`config.mk`:
```
export PLATFORM = sky130hd
export DESIGN_NAME = fp_sqrt_controller_flat
export DESIGN_NICKNAME = d
export VERILOG_FILES = /design/src/rtl/fp_sqrt_controller_if.sv /design/src/rtl/fp_sqrt_controller.sv /design/src/flat_wrapper.sv
export SDC_FILE = /design/constraint.sdc
export NUM_CORES = 1
export LEC_CHECK = 0
export CAP_MARGIN = 20
export CELL_PAD_IN_SITES_DETAIL_PLACEMENT = 0
export CELL_PAD_IN_SITES_GLOBAL_PLACEMENT = 1
export CORE_ASPECT_RATIO = 1.25
export CORE_MARGIN = 4
export CORE_UTILIZATION = 25
export DETAILED_ROUTE_END_ITERATION = 8
export GPL_ROUTABILITY_DRIVEN = 0
export GPL_TIMING_DRIVEN = 0
export PLACE_DENSITY_LB_ADDON = 0.08
export SKIP_LAST_GASP = 1
export SLEW_MARGIN = 30
export SYNTH_ARGS = -nofsm -noshare
export SYNTH_HDL_FRONTEND = slang
export SYNTH_SLANG_ARGS = --single-unit
export TNS_END_PERCENT = 20
```
`constraint.sdc`:
```
create_clock -name clk -period 2.3 [get_ports clk]
set_clock_uncertainty 0.1 [all_clocks]
set_input_delay 0.345 -clock clk [delete_from_list [all_inputs] [get_ports clk]]
set_output_delay 0.345 -clock clk [all_outputs]
set_load 0.02 [all_outputs]
```
`src/rtl/fp_sqrt_controller_if.sv`:
```
// rtl/fp_sqrt_controller_if.sv - request/stage-control bundle between the sqrt sequencer and its neighbours
interface fp_sqrt_controller_if #(
   parameter int COUNT_WIDTH = 6
);
   logic                   start;
   logic                   isFloat;
   logic                   isSpecial;
   logic                   convIsDone;
   logic                   unpackEn;
   logic                   iterLoad;
   logic                   iterEn;
   logic                   convEn;
   logic                   packEn;
   logic                   specialSel;
   logic [COUNT_WIDTH-1:0] iterCount;
   logic                   floatLatched;
   logic                   busy;
   logic                   done;

   modport master (
      output start, isFloat, isSpecial, convIsDone,
      input  unpackEn, iterLoad, iterEn, convEn, packEn, specialSel,
      input  iterCount, floatLatched, busy, done
   );

   modport slave (
      input  start, isFloat, isSpecial, convIsDone,
      output unpackEn, iterLoad, iterEn, convEn, packEn, specialSel,
      output iterCount, floatLatched, busy, done
   );
endinterface

```
`src/rtl/fp_sqrt_controller.sv`:
```
// rtl/fp_sqrt_controller.sv - sequencing FSM for the floating-point square-root datapath
module fp_sqrt_controller #(
   parameter int                     COUNT_WIDTH       = 6,
   parameter logic [COUNT_WIDTH-1:0] SINGLE_ITERATIONS = COUNT_WIDTH'(24),
   parameter logic [COUNT_WIDTH-1:0] DOUBLE_ITERATIONS = COUNT_WIDTH'(53)
) (
   input logic                 clk,
   input logic                 rst,
   fp_sqrt_controller_if.slave bus
);
   localparam logic [COUNT_WIDTH-1:0] SINGLE_LAST = SINGLE_ITERATIONS - COUNT_WIDTH'(1);
   localparam logic [COUNT_WIDTH-1:0] DOUBLE_LAST = DOUBLE_ITERATIONS - COUNT_WIDTH'(1);

   typedef enum logic [2:0] {
      S_IDLE,
      S_UNPACK,
      S_LOAD,
      S_ITER,
      S_CONVERT,
      S_PACK
   } state_t;

   state_t                 state_q;
   state_t                 state_d;
   logic [COUNT_WIDTH-1:0] count_q;
   logic                   float_q;
   logic                   special_q;
   logic                   done_q;
   logic                   last_iter;
   logic                   unpack_en;
   logic                   iter_load;
   logic                   iter_en;
   logic                   conv_en;
   logic                   pack_en;

   assign last_iter = (count_q == (float_q ? SINGLE_LAST : DOUBLE_LAST));

   always_ff @(posedge clk) begin
      if (rst) begin
         state_q <= S_IDLE;
      end else begin
         state_q <= state_d;
      end
   end

   always_comb begin
      state_d   = state_q;
      unpack_en = 1'b0;
      iter_load = 1'b0;
      iter_en   = 1'b0;
      conv_en   = 1'b0;
      pack_en   = 1'b0;
      case (state_q)
         S_IDLE: begin
            if (bus.start) state_d = S_UNPACK;
         end
         S_UNPACK: begin
            unpack_en = 1'b1;
            state_d   = bus.isSpecial ? S_PACK : S_LOAD;
         end
         S_LOAD: begin
            iter_load = 1'b1;
            state_d   = S_ITER;
         end
         S_ITER: begin
            iter_en = 1'b1;
            if (last_iter) state_d = S_CONVERT;
         end
         S_CONVERT: begin
            conv_en = 1'b1;
            if (bus.convIsDone) state_d = S_PACK;
         end
         S_PACK: begin
            pack_en = 1'b1;
            state_d = S_IDLE;
         end
         default: state_d = S_IDLE;
      endcase
   end

   // Counter parks on N-1 after the loop so the converter can still see the final index.
   always_ff @(posedge clk) begin
      if (rst) begin
         count_q   <= '0;
         float_q   <= 1'b0;
         special_q <= 1'b0;
         done_q    <= 1'b0;
      end else begin
         done_q <= (state_q == S_PACK);
         if (state_q == S_IDLE && bus.start) begin
            float_q <= bus.isFloat;
            count_q <= '0;
         end
         if (state_q == S_UNPACK) special_q <= bus.isSpecial;
         if (state_q == S_ITER && !last_iter) count_q <= count_q + COUNT_WIDTH'(1);
      end
   end

   assign bus.unpackEn     = unpack_en;
   assign bus.iterLoad     = iter_load;
   assign bus.iterEn       = iter_en;
   assign bus.convEn       = conv_en;
   assign bus.packEn       = pack_en;
   assign bus.specialSel   = special_q;
   assign bus.iterCount    = count_q;
   assign bus.floatLatched = float_q;
   assign bus.busy         = (state_q != S_IDLE);
   assign bus.done         = done_q;
endmodule

```
`src/flat_wrapper.sv`:
```
// flat-port wrapper written by rule: the top's interface ports become plain ports
module fp_sqrt_controller_flat 
#(
   parameter int                     COUNT_WIDTH       = 6,
   parameter logic [COUNT_WIDTH-1:0] SINGLE_ITERATIONS = COUNT_WIDTH'(24),
   parameter logic [COUNT_WIDTH-1:0] DOUBLE_ITERATIONS = COUNT_WIDTH'(53)
)
  (clk, rst, bus_start, bus_isFloat, bus_isSpecial, bus_convIsDone, bus_unpackEn, bus_iterLoad, bus_iterEn, bus_convEn, bus_packEn, bus_specialSel, bus_iterCount, bus_floatLatched, bus_busy, bus_done);
  fp_sqrt_controller_if #(.COUNT_WIDTH(COUNT_WIDTH)) bus_i ();
  input logic clk;
  input logic rst;
  input wire logic [$bits(bus_i.start)-1:0] bus_start;
  input wire logic [$bits(bus_i.isFloat)-1:0] bus_isFloat;
  input wire logic [$bits(bus_i.isSpecial)-1:0] bus_isSpecial;
  input wire logic [$bits(bus_i.convIsDone)-1:0] bus_convIsDone;
  output wire logic [$bits(bus_i.unpackEn)-1:0] bus_unpackEn;
  output wire logic [$bits(bus_i.iterLoad)-1:0] bus_iterLoad;
  output wire logic [$bits(bus_i.iterEn)-1:0] bus_iterEn;
  output wire logic [$bits(bus_i.convEn)-1:0] bus_convEn;
  output wire logic [$bits(bus_i.packEn)-1:0] bus_packEn;
  output wire logic [$bits(bus_i.specialSel)-1:0] bus_specialSel;
  output wire logic [$bits(bus_i.iterCount)-1:0] bus_iterCount;
  output wire logic [$bits(bus_i.floatLatched)-1:0] bus_floatLatched;
  output wire logic [$bits(bus_i.busy)-1:0] bus_busy;
  output wire logic [$bits(bus_i.done)-1:0] bus_done;
  assign bus_i.start = bus_start;
  assign bus_i.isFloat = bus_isFloat;
  assign bus_i.isSpecial = bus_isSpecial;
  assign bus_i.convIsDone = bus_convIsDone;
  assign bus_unpackEn = bus_i.unpackEn;
  assign bus_iterLoad = bus_i.iterLoad;
  assign bus_iterEn = bus_i.iterEn;
  assign bus_convEn = bus_i.convEn;
  assign bus_packEn = bus_i.packEn;
  assign bus_specialSel = bus_i.specialSel;
  assign bus_iterCount = bus_i.iterCount;
  assign bus_floatLatched = bus_i.floatLatched;
  assign bus_busy = bus_i.busy;
  assign bus_done = bus_i.done;
  fp_sqrt_controller #(.COUNT_WIDTH(COUNT_WIDTH), .SINGLE_ITERATIONS(SINGLE_ITERATIONS), .DOUBLE_ITERATIONS(DOUBLE_ITERATIONS)) u_core (.clk(clk), .rst(rst), .bus(bus_i));
endmodule
```
**Word level (Yosys, flattened, before mapping)**

Index checks and enable logic that the tools add are counted.
Widths: inputs -> output; s select.

- Mux-type cells: 13
- Equal/unequal tests: 9
- Add/sub/neg operators: 1
- Reductions and logical operators: 7

Operators by type and width:

| kind | number |
|---|---|
| $mux 6 | 3 |
| $pmux 3 s5 | 1 |
| $mux 3 | 4 |
| $add 6x1->6 const B | 1 |
| $eq 3x2->1 const B | 2 |
| $eq 3x3->1 const B | 2 |
| $eq 6x6->1 | 1 |
| $mux 1 | 5 |
| $ne 2x2->1 const B | 2 |
| $eq 3x1->1 const B | 1 |
| $logic_not 3->1 | 1 |
| $reduce_and 3->1 | 1 |
| $reduce_bool 3->1 | 1 |
| $logic_and 1x1->1 | 2 |
| $ne 2x1->1 const B | 1 |
| $reduce_bool 2->1 | 1 |
| $logic_not 1->1 | 1 |

- Flip-flop bits (word level): 12
- Word-level logic and storage cells: 35
- Output and inout port bits: 15
- Bits of input ports: 6

**Depth between registers and ports, before layout**

- Depth after elaboration: 5
- Mapped depth: 6
- Mapped depth without buffers: 5

**Least setup slack after synthesis**

Ideal clock, no wire load.

- Kind: register to register
- Start: register u_core.count_q[5] (netlist: u_core.bus.iterCount[5])
- End: register u_core.state_q[1]
- Arrival time: 1.605 ns
- Setup time: 0.136 ns
- Period minus slack after synthesis: 1.841 ns
- Cell stages (with the launch flop): 5
- Buffers on the path: 0
- Path slack: 0.459 ns
- Data required time: 2.064 ns
- Path through: dfxtp_1 > or4b_4 > a211o_2 > a221oi_2 > a211oi_1

- Cells in the longest elaborated chain, start to end: 3

Ends and longest elaborated chain:

| item | RTL line | RTL |
|---|---|---|
| start, declared | fp_sqrt_controller.sv:25 | `logic [COUNT_WIDTH-1:0] count_q;` |
| start signal, assigned | fp_sqrt_controller.sv:95 | `if (state_q == S_ITER && !last_iter) count_q <= count_q + COUNT_WIDTH'(1);` |
| $eq 6x6->1 | fp_sqrt_controller.sv:36 | `assign last_iter = (count_q == (float_q ? SINGLE_LAST : DOUBLE_LAST));` |
| $ne 2x1->1 (no source line) | -- |  |
| $reduce_and 3->1 (no source line) | -- |  |
| end signal, assigned | fp_sqrt_controller.sv:42 | `state_q <= state_d;` |
| end, declared | fp_sqrt_controller.sv:23 | `state_t state_q;` |

No other way between the ends.
A chain may end at the register's enable or synchronous reset.

**Final worst setup path**

- Start: register u_core.state_q[2]
- End: output bus_iterLoad

- Cells in the longest elaborated chain, start to end: 2

Ends and longest elaborated chain:

| item | RTL line | RTL |
|---|---|---|
| $eq 3x2->1 | fp_sqrt_controller.sv:53 | `case (state_q)` |
| $mux 1 | fp_sqrt_controller.sv:53 |  |
| end, declared | flat_wrapper.sv:17 | `output wire logic [$bits(bus_i.iterLoad)-1:0] bus_iterLoad;` |

No other way between the ends.

==> flow_summary.yaml <==
critical_path:
  setup.worst_path.end_class: "output port"
  critical_path_required_ps: 1860
  critical_path_launch_point: "u_core.state_q[2]"
  critical_path.startpoint_type: "register"
  crit_fanout: 10
  worstPathArrival_ps: 1770
  worst-setup-path-type: "reg -> out"
  r2r-start: "u_core.bus.iterCount[1]"
yosys:
  synth_xor_xnor_area_share: 0
  synth_fa_ha_area_frac: 0.01883
  syn-cell-area_um2: 664.4
  mappedNetlistNets: 82
  netlist.area_leader.share: 0.3616
  syn_area_per_cell_um2: 8.858
  synth_compound_gate_area_share: 0.2373
  synth_edf_count: 0
  synth.lib_cells_used.distinct: 33
  synth-main-ff-cell: "dfxtp_1"
  synth.area.mux_share: 0.03013
  synth.cells.most_frequent: "12 x dfxtp_1, 8 x a31oi_1, 8 x nand2_1"
  total_number_of_yosys_warnings: 0
  largest_family_of_logic_cells_by_synthesized_area: "simple AND/OR/NAND/NOR gates"
  most_numerous_cell_in_the_yosys_netlist: "dfxtp_1"
  synthSimpleGateAreaFrac: 0.3145
  cell_type_contributing_the_most_total_cell_area_after_synthesis: "dfxtp_1"
  synth_area_leaders: "dfxtp_1 36%, a31oi_1 7.5%, nand2_1 4.5%"
  ys_seq_area_frac: 0.3616
  ys_async_sr_fraction: 0
  mapped_cells: 75
  synth.ff_latch_count: 12
clock_network:
  cts.hold.buffers_added: 0
  post-cts-setup-buffer-count: 0
  clk_pin_slew_worst_paths_ps: 90
  cts_root_buf: "clkbuf_4"
  clk-insertion-delay-late_ps: 270
  tritoncts: "built"
  number_of_buffers_inserted_during_clock_tree_synthesis: 3
  numClockSinks: 12
  cts_max_path_buffers: 2
  ctsHtreeMaxLevel: 1
global_route:
  met3_track_utilization_from_global_routing: 0.02721
  use_met2: 0.2000
  grt_pass1_vias: 667
  grt_pass1_wl_mm: 3.070
  groute.layer.met1.usage: 0.1367
  grt_most_used_layer: "met2"
  antenna_violations_before_repair: 0
  grt_usage: 0.1186
  grt_max_degree: 11
  global_route.overflow_total: 0
finish:
  drive_gt1_frac: 0.1616
  multi_input_combinational_cell_area_um2: 404.1
  num_antenna_cells: 0
  sequential_cell_area_um2: 240.2
  areaGrowthSynthToFinish_pct: 42.56
  layout.cells.non_filler: 132
  fillerInstances: 263
  utilization: 0.3823
  nets: 107
min_path:
  class_of_the_worst_hold_path: "reg -> reg"
  worst_hold_startpoint: "u_core.bus.specialSel"
timing:
  rsz_0062_raised_after_global_routing: "true"
  maxSlewViolCount: 0
  setup-violations-final: 0
  final_clock_period_utilization_by_the_worst_path: 0.9614
  max-slew-margin-rel: 0.6788
  finalHoldViolations: 0
  worstMarginPinSlew_ps: 481.8
  final.setup.tns_ps: 0
  final.min_clock_period_ps: 2211
  maxClockFrequency_mhz: 452.2
pwr:
  static-leakage-power_nw: 0.3209
  combinationalPowerShare: 0.228
  p_int_w: 0.0003683
  powerDensity_nw_per_um2: 545.8
  switch_share: 0.2875
  share_clk_of_total_power: 0.334
  power.sequential.fraction: 0.439
  power.net_switching_w: 0.0001486
  vdd_drop_max_mv: 0.2129
route:
  drt-wirelength-per-cell_um: 13.89
  detailedRoute.firstPassIterationCount: 4
  ant_nets: 0
  detail_route.drc_violations: 0
  detailedRoute.firstIterationViolations: 21
  postRouteWirelength_mm: 1.833
  vias: 668
  route.detailed.vias_per_inst: 5.061
floorplanning:
  initial_utilization: 0.2682
  coreArea_um2: 2477
  ios: 21
  die_width_um: 54.11
  fp.dieH_um: 65.64
  die_area_um2: 3552
  rows: 20
placement:
  numPortBuffers: 20
  dp_cells: 128
  dp_hpwl_mm: 1.314
outcome:
  status: "completed"
job:
  drv_cap: 0
==> critical path, stage by stage (launching register included) <==
cell             delay [ps]
dfxtp_1                 300
buf_2                   170
nor3b_1                 340
clkdlybuf4s50_1         680
==> state kept, by name, summed over array words and instances, names as in the netlist <==
signal	count
u_core.bus.iterCount	6
u_core.state_q	3
u_core.bus.done	1
u_core.bus.floatLatched	1
u_core.bus.specialSel	1
==> power by group through the flow <==
| stage | Sequential (W) | Combinational, W | Clock, W |
|---|---|---|---|
| global placement | 0.000231 | 0.000117 | 0 |
| detailed placement | 0.000231 | 0.000117 | 0 |
| CTS | 0.000227 | 0.000118 | 0.000179 |
| global route | 0.000229 | 0.000127 | 0.000188 |
| finish | 0.000227 | 0.000118 | 0.000173 |
| floorplan | 0.000234 | 0.0000635 | 0 |
==> path summary, 6_finish.rpt <==
check | end | slack, ps | cells after the start
setup / recovery | bus_iterLoad | 90 | 3
hold reg to reg | u_core.bus.specialSel | 370 | 2
hold / removal | u_core.bus.specialSel | 370 | 2
setup reg to reg | u_core.state_q[1] | 420 | 4
==> per-layer routing <==
metal | share of wire | up-vias
met5 | 0 | -
met4 | 0.010 | 0
met3 | 0.069 | 2
met2 | 0.49 | 21
met1 | 0.43 | 307
li1 | - | 338
==> logic make-up (layout without fill, tap and decap cells) <==
logic type / after synthesis / after routing
flip-flops: 12 / 12
adder cells (fa/ha/maj): 1 / 1
AND/OR/NAND/NOR: 34 / 34
AO/OA/AOI/OAI: 20 / 20
buffers and inverters: 6 / 30
multiplexers: 2 / 2
==> cell usage in the layout (no fill, tap or decap), types with 2 or more instances in the layout <==
master           count
clkbuf_4             3
dfxtp_1             12
buf_2                2
mux2i_1              2
nand4b_1             2
inv_1                2
a31oi_1              8
o211ai_1             4
nor2_1               3
a21oi_1              3
nor3b_1              2
nand3_1              4
clkdlybuf4s50_1     19
nand2_1              8
nand4_1              2
==> timing repair <==
action,4_1_cts,5_1_grt
endpoints found under the setup margin,2,3
gates resized for setup,2,1
hold endpoints to repair,0,0
==> final cells by class <==
| type | count | area share |
|---|---|---|
| plain buffers | 3 | 0.01453 |
| clock buffers | 4 | 0.03831 |
| inverters | 3 | 0.01321 |
| multi-input cells | 57 | 0.4267 |
| flip-flops and latches | 12 | 0.2536 |
| well taps | 33 | 0.04359 |
| repair buffers | 20 | 0.2100 |
==> metrics by stage <==
stage | cell area [um2] | power (W) | setup slack, ps | hold WS, ps
floorplan | 664.4 | 0.0002972 | 458.8 | 316.6
global placement | 905.9 | 0.0003483 | 36.77 | 364.5
detailed placement | 905.9 | 0.0003489 | 40.72 | 364.9
CTS | 942.2 | 0.0005231 | -78.48 | 379.3
global route | 947.2 | 0.0005438 | -64.87 | 391.9
finish | 947.2 | 0.0005169 | 88.80 | 373.2
Note: power is estimated with default switching activity, not from simulation.
